File: config.mk
export PLATFORM = sky130hd
export DESIGN_NAME = cordic_rr_arbiter
export DESIGN_NICKNAME = d
export VERILOG_FILES = /design/src/rtl/cordic_arb_pkg.sv /design/src/rtl/cordic_rr_arbiter_rr_pick.sv /design/src/rtl/cordic_rr_arbiter.sv
export SDC_FILE = /design/constraint.sdc
export NUM_CORES = 1
export LEC_CHECK = 0
export BUFFER_PORTS_ARGS = -buffer_cell sky130_fd_sc_hd__buf_4
export CAP_MARGIN = 20
export CORE_ASPECT_RATIO = 0.8
export CORE_MARGIN = 4
export CORE_UTILIZATION = 38
export CTS_CLUSTER_SIZE = 16
export DETAILED_ROUTE_END_ITERATION = 12
export GPL_ROUTABILITY_DRIVEN = 0
export PLACE_DENSITY = 0.71
export SLEW_MARGIN = 25
export SYNTH_ARGS = -nofsm -noshare
export SYNTH_HDL_FRONTEND = slang
export SYNTH_SLANG_ARGS = --single-unit
File: constraint.sdc
create_clock -name clk -period 2.33 [get_ports clk]
set_input_delay 0.1165 -clock clk [delete_from_list [all_inputs] [get_ports clk]]
set_output_delay 0.1165 -clock clk [all_outputs]
set_load 0.01 [all_outputs]
File: src/rtl/cordic_arb_pkg.sv
// Shared types and the round-robin search used by the shared-engine schedulers.
package cordic_arb_pkg;

  localparam int unsigned RR_MAX   = 16;
  localparam int unsigned RR_IDX_W = 4;

  typedef enum logic [2:0] {
    S_INIT,
    S_IDLE,
    S_START,
    S_RUN,
    S_DELIVER
  } arb_state_t;

  typedef struct packed {
    logic                found;
    logic [RR_IDX_W-1:0] idx;
  } rr_grant_t;

  // First set bit of valid searching upward from (ptr+1) mod nreq, wrapping.
  function automatic rr_grant_t rr_next(
    input logic [RR_MAX-1:0]   valid,
    input logic [RR_IDX_W-1:0] ptr,
    input int unsigned         nreq
  );
    rr_grant_t           g;
    int unsigned         p;
    int unsigned         cand;
    logic [RR_IDX_W-1:0] c;
    g = '0;
    p = 32'(ptr);
    for (int unsigned off = 1; off <= RR_MAX; off++) begin
      if (off <= nreq && !g.found) begin
        cand = (p + off) % nreq;
        c    = cand[RR_IDX_W-1:0];
        if (valid[c]) begin
          g.found = 1'b1;
          g.idx   = c;
        end
      end
    end
    return g;
  endfunction

endpackage

File: src/rtl/cordic_rr_arbiter_rr_pick.sv
// NREQ-wide rotate-priority encoder: picks the next requester after ptr_i.
module rr_pick
  import cordic_arb_pkg::*;
#(
  parameter  int unsigned NREQ = 4,
  localparam int unsigned IDW  = $clog2(NREQ)
) (
  input  logic [NREQ-1:0] valid_i,
  input  logic [IDW-1:0]  ptr_i,
  output logic            found_o,
  output logic [IDW-1:0]  idx_o,
  output logic [NREQ-1:0] onehot_o
);

  rr_grant_t g;

  assign g        = rr_next(RR_MAX'(valid_i), RR_IDX_W'(ptr_i), NREQ);
  assign found_o  = g.found;
  assign idx_o    = g.idx[IDW-1:0];
  assign onehot_o = g.found ? NREQ'(RR_MAX'(1) << g.idx) : '0;

endmodule

File: src/rtl/cordic_rr_arbiter.sv
// Round-robin front end sharing one serial CORDIC cos/sin engine between
// NREQ angle sources; one job in flight, result held until the owner takes it.
module cordic_rr_arbiter
  import cordic_arb_pkg::*;
#(
  parameter  int unsigned NREQ      = 4,
  parameter  int unsigned PHI_WIDTH = 16,
  parameter  int unsigned N         = 12,
  localparam int unsigned IDW       = $clog2(NREQ)
) (
  input  logic                        clk,
  input  logic                        reset,
  input  logic [NREQ-1:0]             reqValid,
  input  logic [NREQ*PHI_WIDTH-1:0]   reqPhi,
  output logic [NREQ-1:0]             reqReady,
  output logic [NREQ-1:0]             resValid,
  input  logic [NREQ-1:0]             resReady,
  output logic signed [PHI_WIDTH-1:0] resCos,
  output logic signed [PHI_WIDTH-1:0] resSin,
  output logic [IDW-1:0]              resId,
  output logic                        busy,
  output logic                        engSt,
  output logic [PHI_WIDTH-1:0]        engPhi,
  input  logic                        engRdy,
  input  logic signed [PHI_WIDTH-1:0] engCos,
  input  logic signed [PHI_WIDTH-1:0] engSin
);

  if (NREQ < 2 || NREQ > RR_MAX || N < 1) begin : g_bad_param
    $error("cordic_rr_arbiter: NREQ must be 2..16 and N at least 1");
  end

  arb_state_t                  state_q, state_d;
  logic [IDW-1:0]              ptr_q, ptr_d;
  logic [IDW-1:0]              owner_q, owner_d;
  logic [PHI_WIDTH-1:0]        phi_q, phi_d;
  logic                        st_q, st_d;
  logic signed [PHI_WIDTH-1:0] cos_q, cos_d;
  logic signed [PHI_WIDTH-1:0] sin_q, sin_d;

  logic [PHI_WIDTH-1:0] req_phi_arr [NREQ];
  logic                 pick_found;
  logic [IDW-1:0]       pick_idx;
  logic [NREQ-1:0]      pick_onehot;
  logic [NREQ-1:0]      owner_onehot;

  for (genvar gi = 0; gi < NREQ; gi++) begin : g_phi
    assign req_phi_arr[gi] = reqPhi[gi*PHI_WIDTH +: PHI_WIDTH];
  end

  rr_pick #(.NREQ(NREQ)) u_pick (
    .valid_i  (reqValid),
    .ptr_i    (ptr_q),
    .found_o  (pick_found),
    .idx_o    (pick_idx),
    .onehot_o (pick_onehot)
  );

  assign owner_onehot = NREQ'(1) << owner_q;

  always_ff @(posedge clk or posedge reset) begin
    if (reset) begin
      state_q <= S_INIT;
      ptr_q   <= IDW'(NREQ - 1);
      owner_q <= '0;
      phi_q   <= '0;
      st_q    <= 1'b0;
      cos_q   <= '0;
      sin_q   <= '0;
    end else begin
      // NOTE: registers take <= so every update in this block sees pre-edge values.
      state_q <= state_d;
      ptr_q   <= ptr_d;
      owner_q <= owner_d;
      phi_q   <= phi_d;
      st_q    <= st_d;
      cos_q   <= cos_d;
      sin_q   <= sin_d;
    end
  end

  always_comb begin
    // NOTE: every next-state and output gets a default first so no path infers a latch.
    state_d  = state_q;
    ptr_d    = ptr_q;
    owner_d  = owner_q;
    phi_d    = phi_q;
    st_d     = 1'b0;
    cos_d    = cos_q;
    sin_d    = sin_q;
    reqReady = '0;
    resValid = '0;

    unique case (state_q)
      S_INIT: begin
        if (engRdy) state_d = S_IDLE;
      end
      S_IDLE: begin
        if (pick_found) begin
          reqReady = pick_onehot;
          phi_d    = req_phi_arr[pick_idx];
          owner_d  = pick_idx;
          st_d     = 1'b1;
          state_d  = S_START;
        end
      end
      S_START: begin
        state_d = S_RUN;
      end
      S_RUN: begin
        // engRdy is still high from the previous job during S_START, so only look here.
        if (engRdy) begin
          cos_d   = engCos;
          sin_d   = engSin;
          state_d = S_DELIVER;
        end
      end
      S_DELIVER: begin
        resValid = owner_onehot;
        if (resReady[owner_q]) begin
          ptr_d   = owner_q;
          state_d = S_IDLE;
        end
      end
      default: state_d = S_INIT;
    endcase
  end

  assign busy   = (state_q != S_IDLE);
  assign engSt  = st_q;
  assign engPhi = phi_q;
  assign resCos = cos_q;
  assign resSin = sin_q;
  assign resId  = owner_q;

endmodule

==> flow_summary.ini, run 1 <==
[status]
outcome = complete, no violations

[route]
wl_met3_um = 327
num_vias = 2602
remaining_drc_errors = 0
firstDrtPassIters = 4
met2_length_um = 4780
avgViaCountPerCell = 4.91
top_layer_used = met4
drtIter0Drc = 64
wl_met1_um = 3520
drt_wl_total_um = 8760
wl_per_cell_um = 16.5
ant_nets = 0

[power]
ir_drop_v = 0.000538
seqPwrFrac = 0.344
p_int_mw = 3.17
swShare = 0.382
clkPwrFrac = 0.111
power_leakage_nw = 2.14
pwr_density_cell_nw_per_um2 = 1160
pwr-share-comb = 0.545
p_switching_mw = 1.96

[timing]
tightest_slew_ns = 0.559
finalSetupViolCount = 0
slew_violations = 0
rsz0062_at_grt = false
skew_ns = 0.0120
relSlewSlack = 0.625
min_period_over_period = 0.907
fin_crit_ns = 2.11
max_freq_mhz = 473
hold_violations = 0
tns_ns = 0

[worst_hold_path]
hold_path_class = in2reg
worstHoldEndpoint = resSin[2]
hp-start = engSin[2]
whs_path_depth = 2

[synth]
seq_area_frac_synth = 0.479
synth_compound_area_frac = 0.173
synth_top_cell_by_area = dfrtp_1
synth_nets = 358
syn_inst = 251
synth-main-ff-cell = dfrtp_1
ys_warn_count = 0
synth_top_cell_area_share = 0.461
ys_ff_latch = 56
async_flop_share = 1.00
synth_enable_flop_cells = 0
synth_adder_area_share = 0
post-synth-top-count-cell = dfrtp_1
ys_types = 35
synthTopCellsByArea = dfrtp_1 (46%), mux2_2 (13%), a211oi_2 (7.7%)
synth_commonest_cells = dfrtp_1 (54), mux2_2 (34), nor2_1 (24)
synth_top_family_by_area = multiplexers
syn-mean-instance-area_um2 = 11.7
yosys.area_share.simple = 0.0914
syn-cell-area_um2 = 2930
synthMuxAreaShare = 0.193
synthXorXnorAreaFrac = 0

[placement]
placedInstanceArea_um2 = 4300
hpwl_um = 6830
portBuffers = 166
dp.cells = 517

[cells_and_area]
layout.cells.non_filler = 530
n_antenna_cell = 0
layout.nets = 531
post-route-cell-area_um2 = 4440
syn2layout_area_growth_pct = 51.5
drive_above_1_share = 0.593

[global_routing]
grt_pass1_wl_um = 13800
grt_max_degree = 37
antenna_found_initial = 0
grt_usage = 0.188
grt_overflow_total = 0
grt_pass1_vias = 2769

[floorplanning]
num_rows = 28
ios = 167
dieArea_um2 = 9190
fp.dieH_um = 86.5
start_util = 0.393
coreArea_um2 = 7460
fp.dieW_um = 106

[worst_setup_path]
crit_fanout = 8
r2r_cells = 7
arrival_ns = 2.00
regToRegEndpoint = engPhi[7]
worstReg2RegStart = state_q[2]
regToRegSetupSlack_ns = 0.48
cp.required_ns = 2.21
worst-setup-path-type = reg2out
startpoint_type = flop
cp-end-kind = output port

[flow_run]
maxCapViolations = 0

[clock_tree]
clock_latency_ns = 0.31
path_clk_slew_ns = 0.12
cts_buffers = 5
root_buffer = clkbuf_8
cts_tree = done
cts_buffer_depth = 2
cts_sinks = 56
cts.htree.levels = 2
-- how the worst max path moves through the flow --
stage | cells after the start | endpoint | from | slack, ns
after global routing | 6 | reqReady[2] | state_q[2] | 0.12
final | 6 | reqReady[2] | state_q[2] | 0.22
after detailed placement | 6 | reqReady[2] | state_q[2] | 0.46
after CTS | 6 | reqReady[2] | state_q[2] | 0.09
after global placement | 6 | reqReady[2] | state_q[2] | 0.50
after floorplan | 6 | reqReady[2] | state_q[2] | 0.56
-- through the flow --
stage | power [mW] | utilization | setup WS (ns) | hold WS, ns
after floorplan | 3.35 | - | 0.557 | 0.267
after global placement | 4.50 | 0.577 | 0.503 | 0.217
after detailed placement | 4.59 | 0.577 | 0.462 | 0.217
after CTS | 5.17 | 0.591 | 0.0854 | 0.0129
after global routing | 5.47 | 0.595 | 0.116 | 0.00178
final | 5.13 | 0.595 | 0.217 | 0.0195
-- worst max-delay path, stage by stage (launching register included) --
cell and delay (ns):
dfrtp_1 0.47, or3b_1 0.46, nor2_4 0.18, inv_2 0.08, nor2_4 0.20, and2_1 0.17
buf_4 0.12
-- power by group through the flow --
| stage | registers (mW) | clock network (mW) | logic (mW) |
|---|---|---|---|
| 2_1_floorplan | 1.97 | 0 | 1.38 |
| 5_1_grt | 1.84 | 0.628 | 3.01 |
| 3_5_place_dp | 1.79 | 0 | 2.80 |
| 4_1_cts | 1.77 | 0.592 | 2.81 |
| 6_report | 1.77 | 0.568 | 2.80 |
| 3_3_place_gp | 1.76 | 0 | 2.74 |
-- layer usage --
layer	vias up	GRT usage
li1	1247	-
met3	10	0.0343
met4	0	0.0518
met1	1289	0.234
met5	-	0
met2	56	0.338
-- repair_timing --
| item | 4_1_cts | 5_1_grt |
|---|---|---|
| endpoints found under the setup margin | 0 | 1 |
| hold buffers | 1 | 0 |
| hold endpoints to repair | 24 | 0 |
| buffers inserted | 0 | 4 |
| resized for setup | 0 | 0 |
-- cell usage in the layout (no fill, tap or decap), types with 5 or more instances in the layout --
master | synthesis | final
buf_4 | 1 | 179
dfrtp_1 | 54 | 54
mux2_2 | 34 | 34
nor2_1 | 24 | 24
a31oi_1 | 18 | 18
a211oi_2 | 18 | 18
inv_1 | 18 | 17
mux2i_1 | 16 | 16
a211oi_1 | 14 | 14
clkbuf_8 | 0 | 5
-- cell type report --
class / count / area [µm²]
well taps: 105 / 131
flip-flops and latches: 56 / 1400
fillers: 644 / 3020
clock buffers: 5 / 68.8
multi-input cells: 160 / 1340
repair buffers: 182 / 1390
inverters: 19 / 71.3
clock inverters: 3 / 26.3
-- sequential cells by signal, indices dropped and copies added (netlist names) --
register,count
resId,2
ptr_q,2
state_q,3
engPhi,16
resCos,16
resSin,16
engSt,1
-- cell families after synthesis --
kind of cell / Yosys count
flip-flops: 56
AND/OR/NAND/NOR: 50
AO/OA/AOI/OAI: 59
multiplexers: 51
buffers and inverters: 35
(Power assumes the default switching activity.)
==> run 2, diff against run 1 <==
--- a/config.mk
+++ b/config.mk
@@ -5,10 +5,10 @@
 export SDC_FILE = /design/constraint.sdc
 export NUM_CORES = 1
 export LEC_CHECK = 0
+export ABC_CLOCK_PERIOD_IN_PS = 2330
 export BUFFER_PORTS_ARGS = -buffer_cell sky130_fd_sc_hd__buf_4
 export CAP_MARGIN = 20
 export CORE_ASPECT_RATIO = 0.8
-export CORE_MARGIN = 4
 export CORE_UTILIZATION = 38
 export CTS_CLUSTER_SIZE = 16
 export DETAILED_ROUTE_END_ITERATION = 12
@@ -17,4 +17,5 @@
 export SLEW_MARGIN = 25
 export SYNTH_ARGS = -nofsm -noshare
 export SYNTH_HDL_FRONTEND = slang
+export SYNTH_HIERARCHICAL = 1
 export SYNTH_SLANG_ARGS = --single-unit
==> run 2 against run 1 <==
Compared with the run above:
- die area fell by 12%
- utilization fell by 0.56 points
- clock-buffer cell count rose by 1
- area after synthesis rose by 0.17%
- highest routed layer unchanged
- combinational power fell by 8.9%
- cell count fell by 11%
- sequential power rose by 3%
- sequential share of layout area rose by 0.45 points
==> flow_summary.ini, run 2 <==
[clock_tree]
cts_sinks = 56
path_clk_slew_ns = 0.10
cts.htree.levels = 2
cts_tree = done
cts_buffer_depth = 2
cts_buffers = 5
clock_latency_ns = 0.30
root_buffer = clkbuf_8

[power]
power_leakage_nw = 2.12
pwr_density_cell_nw_per_um2 = 1120
pwr-share-comb = 0.521
p_int_mw = 3.27
seqPwrFrac = 0.372
ir_drop_v = 0.000413
p_switching_mw = 1.61
swShare = 0.330
clkPwrFrac = 0.107

[cells_and_area]
regArea_um2 = 1400
final_common_cell = buf_4
n_antenna_cell = 0
mostFrequentLayoutCells = buf_4 (173), dfrtp_1 (54), mux2_2 (42), mux4_2 (10), mux2_4 (9)
multi_input_area_um2 = 1400
syn2layout_area_growth_pct = 49.1
drive_above_1_share = 0.680
layout.nets = 475
n_fill_cell = 620
layout.cells.non_filler = 474
post-route-cell-area_um2 = 4380

[synth]
synth_nets = 310
syn-cell-area_um2 = 2930
ys_warn_count = 6
synthMuxAreaShare = 0.350
synth_compound_area_frac = 0.0567
syn_inst = 203
syn-mean-instance-area_um2 = 14.5
synthXorXnorAreaFrac = 0
synthTopCellsByArea = dfrtp_1 (46%), mux2_2 (16%), mux4_2 (7.7%)
synth_top_family_by_area = multiplexers
synth_top_cell_by_area = dfrtp_1
synth-main-ff-cell = dfrtp_1
synth_top_cell_area_share = 0.461
synth_commonest_cells = dfrtp_1 (54), mux2_2 (42), mux4_2 (10), mux2_4 (9), buf_2 (8)
ys_ff_latch = 56
synth_adder_area_share = 0
synth_enable_flop_cells = 0
ys_types = 40
seq_area_frac_synth = 0.478
post-synth-top-count-cell = dfrtp_1
async_flop_share = 1.00
yosys.area_share.simple = 0.0627

[placement]
hpwl_um = 5620
placedInstanceArea_um2 = 4280
dp.cells = 465
portBuffers = 166

[worst_setup_path]
regToRegEndpoint = engPhi[9]
r2r_cells = 6
startpoint_type = flop
crit_path_start = ptr_q[1]
endpoint = engPhi[9]
crit_fanout = 17
cp.required_ns = 2.53
worstReg2RegStart = ptr_q[1]
cp-end-kind = flop
arrival_ns = 2.31
regToRegSetupSlack_ns = 0.22
worst-setup-path-type = reg2reg

[route]
drt_wl_total_um = 7030
wl_per_cell_um = 14.8
remaining_drc_errors = 0
num_vias = 2303
ant_nets = 0
avgViaCountPerCell = 4.86
firstDrtPassIters = 4
drtIter0Drc = 36

[timing]
fin_crit_ns = 2.11
slew_violations = 0
skew_ns = 0.0110
relSlewSlack = 0.730
tns_ns = 0
rsz0062_at_grt = false
hold_violations = 0
min_period_over_period = 0.906
finalSetupViolCount = 0
tightest_slew_ns = 0.403
max_freq_mhz = 474

[global_routing]
antenna_found_initial = 0
grt_overflow_total = 0
grt_pass1_wl_um = 10600
grt_max_degree = 30
grt_usage = 0.170
grt_pass1_vias = 2257

[floorplanning]
start_util = 0.395
dieArea_um2 = 8080
coreArea_um2 = 7430
fp.dieW_um = 100
fp.dieH_um = 80.6
ios = 167
num_rows = 28

[worst_hold_path]
hold_path_class = in2reg

[status]
outcome = complete, no violations

[flow_run]
maxCapViolations = 0
run 2: cell count changes after synthesis, sizes merged, moves of 15 or more:
cell / previous run / this run
a211oi: 32 / 2
a31oi: 18 / 0
mux2: 34 / 51
mux2i: 16 / 1
mux4: 1 / 17
nor2: 26 / 5
run 2: repair_timing:
item / CTS / global route
endpoints found under the hold margin: 9 / 0
buffers inserted: 0 / 0
hold buffers: 1 / 0
gates resized for setup: 0 / 0
run 2: worst min path at each step:
stage	start	end	slack (ns)	cells after the start
2_1_floorplan	engSin[0]	resSin[0]	0.27	1
3_3_place_gp	reset	resCos[6]	0.07	2
3_5_place_dp	reset	resCos[6]	0.07	2
4_1_cts	engCos[10]	resCos[10]	0.03	2
5_1_grt	engCos[12]	resCos[12]	0.02	2
6_report	engCos[10]	resCos[10]	0.03	2
run 2: per-stage QoR:
| stage | setup slack (ns) | hold slack [ns] | power, mW | util |
|---|---|---|---|---|
| 2_1_floorplan | 0.181 | 0.267 | 3.30 | - |
| 3_3_place_gp | 0.323 | 0.0740 | 4.35 | 0.576 |
| 3_5_place_dp | 0.231 | 0.0665 | 4.43 | 0.576 |
| 4_1_cts | 0.218 | 0.0257 | 4.96 | 0.589 |
| 5_1_grt | 0.162 | 0.0185 | 5.22 | 0.589 |
| 6_report | 0.218 | 0.0334 | 4.89 | 0.589 |
run 2: cell type report:
class,count,area share
sequential,56,0.321
multi-input combinational,125,0.321
clock inverter,2,0.00372
timing repair buffer,175,0.304
inverter,5,0.00429
clock buffer,6,0.0166
tap,105,0.0300
run 2: power groups by stage:
stage	clock network (mW)	registers, mW	logic, mW
after floorplan	0	1.94	1.37
after global placement	0	1.82	2.53
after detailed placement	0	1.83	2.59
after CTS	0.548	1.82	2.59
after global routing	0.587	1.89	2.75
final	0.523	1.82	2.55
run 2: kinds of logic (layout without fill, tap and decap cells):
kind of cell | Yosys count | in the layout
mux | 69 | 69
simple gates | 31 | 31
buf+inv | 22 | 188
compound gates | 25 | 25
flops | 56 | 56
run 2: layer usage:
layer / part of all wire / wire [µm] / track usage
met1: 0.40 / 2830 / 0.206
met4: 0.0068 / 48 / 0.0348
met3: 0.10 / 712 / 0.0592
met2: 0.49 / 3440 / 0.295
met5: 0 / 0 / 0
run 2: critical path: stages (launching register included):
cell      delay, ns
dfstp_2        0.57
and2b_1        0.19
a21oi_1        0.18
o221ai_2       0.14
buf_12         0.18
mux4_1         0.45
mux2_2         0.27
==> run 3, diff against run 2 <==
--- a/config.mk
+++ b/config.mk
@@ -5,6 +5,7 @@
 export SDC_FILE = /design/constraint.sdc
 export NUM_CORES = 1
 export LEC_CHECK = 0
+export ABC_AREA = 1
 export ABC_CLOCK_PERIOD_IN_PS = 2330
 export BUFFER_PORTS_ARGS = -buffer_cell sky130_fd_sc_hd__buf_4
 export CAP_MARGIN = 20
@@ -13,7 +14,7 @@
 export CTS_CLUSTER_SIZE = 16
 export DETAILED_ROUTE_END_ITERATION = 12
 export GPL_ROUTABILITY_DRIVEN = 0
-export PLACE_DENSITY = 0.71
+export PLACE_DENSITY = 0.7
 export SLEW_MARGIN = 25
 export SYNTH_ARGS = -nofsm -noshare
 export SYNTH_HDL_FRONTEND = slang
==> run 3 against run 2 <==
Compared with the run above:
- the run now ends with negative setup slack left
- area after synthesis grew 4.6%
- clock skew shrank 0.0046 ns
- fmax shrank 10%
- final area grew 8.6%
- power grew 33%
- via count grew 49%
- routed wire length grew 34%
- die area grew 4.5%
- clock-buffer cell count shrank 1
- largest cell class is now multi-input gates
==> flow_summary.ini, run 3 <==
[cells_and_area]
regArea_um2 = 1400
n_fill_cell = 677
drive_above_1_share = 0.389
multi_input_area_um2 = 1570
layout.nets = 700
mostFrequentLayoutCells = buf_4 (177), nand2_1 (153), dfrtp_1 (54), nor2_1 (42), nand3_1 (38)
final_common_cell = buf_4
final_core_util = 0.625
n_antenna_cell = 0
syn2layout_area_growth_pct = 54.7

[power]
pwr_density_cell_nw_per_um2 = 1370
ir_drop_v = 0.000657
finalPower_mw = 6.52
power_leakage_nw = 2.57

[timing]
max_freq_mhz = 425
slew_violations = 0
finalSetupViolCount = 1
min_period_over_period = 1.01
tightest_slew_ns = 0.631
hold_violations = 0
rsz0062_at_grt = true
fin_crit_ns = 2.35
fin_ws_ns = -0.0208
skew_ns = 0.00639
tns_ns = -0.0208
relSlewSlack = 0.578

[global_routing]
grt_pass1_vias = 3193
grt_usage = 0.217
antenna_found_initial = 0
grt_overflow_total = 0
grt_max_degree = 57
grt_pass1_wl_um = 14400

[synth]
synthTopCellsByArea = dfrtp_1 (44%), nand2_1 (20%), nand3_1 (7.2%)
syn-cell-area_um2 = 3070
post-synth-top-count-cell = nand2_1
async_flop_share = 1.00
synth-main-ff-cell = dfrtp_1
seq_area_frac_synth = 0.457
synth_top_cell_area_share = 0.440
syn_inst = 424
ys_ff_latch = 56
synth_enable_flop_cells = 0
synth_nets = 531
ys_types = 26
syn-mean-instance-area_um2 = 7.24
synth_top_cell_by_area = dfrtp_1
synth_commonest_cells = nand2_1 (161), dfrtp_1 (54), nand3_1 (44), nor2_1 (43), o21ai_0 (35)
ys_warn_count = 6

[worst_setup_path]
regToRegSetupSlack_ns = 0.12
r2r_cells = 15
cp.required_ns = 2.21
worst-setup-path-type = reg2out
endpoint = reqReady[0]
worstReg2RegStart = ptr_q[0]
crit_path_start = ptr_q[0]
regToRegEndpoint = engPhi[1]
arrival_ns = 2.23
startpoint_type = flop
cp-end-kind = output port
crit_fanout = 6

[clock_tree]
path_clk_slew_ns = 0.10
cts_sinks = 56
root_buffer = clkbuf_8
cts_buffers = 5
cts.htree.levels = 2
cts_tree = done
clock_latency_ns = 0.30
cts_buffer_depth = 2

[status]
violations = negative setup slack
outcome = finished with violations

[route]
firstDrtPassIters = 4
ant_nets = 0
num_vias = 3426
drtIter0Drc = 132
wl_per_cell_um = 13.5
avgViaCountPerCell = 4.92
drt_wl_total_um = 9440
remaining_drc_errors = 0

[floorplanning]
num_rows = 28
fp.dieH_um = 82.4
start_util = 0.404
coreArea_um2 = 7600
ios = 167
dieArea_um2 = 8450
fp.dieW_um = 103

[worst_hold_path]
hold_path_class = in2reg

[placement]
portBuffers = 166
hpwl_um = 6580

[flow_run]
maxCapViolations = 0
## run 3: repair_timing
action                                  4_1_cts  5_1_grt
cloned                                        1        0
hold buffers                                  1        0
hold endpoints to repair                     54        0
pin swaps                                     4       13
gates resized for setup                       9       30
setup buffers                                 8        1
endpoints found under the setup margin       20       20
## run 3: worst min-delay path by stage
stage                    from         to  slack (ns)  depth (start not counted)
global placement        reset  resSin[6]        0.21                          3
global route        engSin[2]  resSin[2]        0.04                          3
detailed placement      reset  resSin[3]        0.21                          3
floorplan           engCos[0]  resCos[0]        0.26                          2
finish              engSin[3]  resSin[3]        0.04                          3
CTS                 engSin[2]  resSin[2]        0.03                          3
## run 3: worst max-delay path, cell delays in order, from the launching register on
cell and delay [ns]:
dfstp_2 0.61, inv_1 0.11, nand2_2 0.11, nand3_4 0.09
buf_4 0.15, nand3_1 0.14, o211ai_4 0.13, buf_4 0.17
nor2_1 0.09, nand2_1 0.07, nor2_1 0.13, buf_4 0.14
## run 3: cell families (layout without fill, tap and decap cells)
kind of cell / Yosys count / in the layout / synth area share
compound gates: 57 / 57 / 0.103
xor+xnor: 1 / 1 / 0.00285
buf+inv: 44 / 212 / 0.0689
flops: 56 / 56 / 0.457
simple gates: 266 / 266 / 0.368
## run 3: final cells by class
type / count / area share
clock inverter: 1 / 0.00632
clock buffer: 5 / 0.0145
timing repair buffer: 184 / 0.306
sequential: 56 / 0.296
inverter: 22 / 0.0198
tap: 105 / 0.0277
multi-input combinational: 324 / 0.330
## run 3: report_power, final
part | leakage (nW) | internal [mW] | total (mW) | switching [mW]
Sequential | 0.699 | 1.43 | 1.72 | 0.291
Clock | 0.0501 | 0.309 | 0.603 | 0.294
Combinational | 1.83 | 1.86 | 4.19 | 2.34
Total | 2.57 | 3.59 | 6.52 | 2.92
## run 3: per-stage QoR
stage          setup WS (ns)  std cells  cell area [µm²]  hold WS [ns]
2_1_floorplan          0.297        424             3070         0.261
3_3_place_gp         -0.0113        680             4400         0.207
3_5_place_dp          -0.116        680             4400         0.208
4_1_cts             0.000919        696             4620        0.0251
5_1_grt               -0.155        697             4750        0.0361
6_report             -0.0208        697             4750        0.0392
## run 3: metal layers
layer | part of all wire | GRT usage | wire length [µm]
met5 | 0 | 0 | 0
met4 | 0.014 | 0.0586 | 136
met3 | 0.047 | 0.0438 | 445
met2 | 0.51 | 0.387 | 4800
met1 | 0.43 | 0.268 | 4060
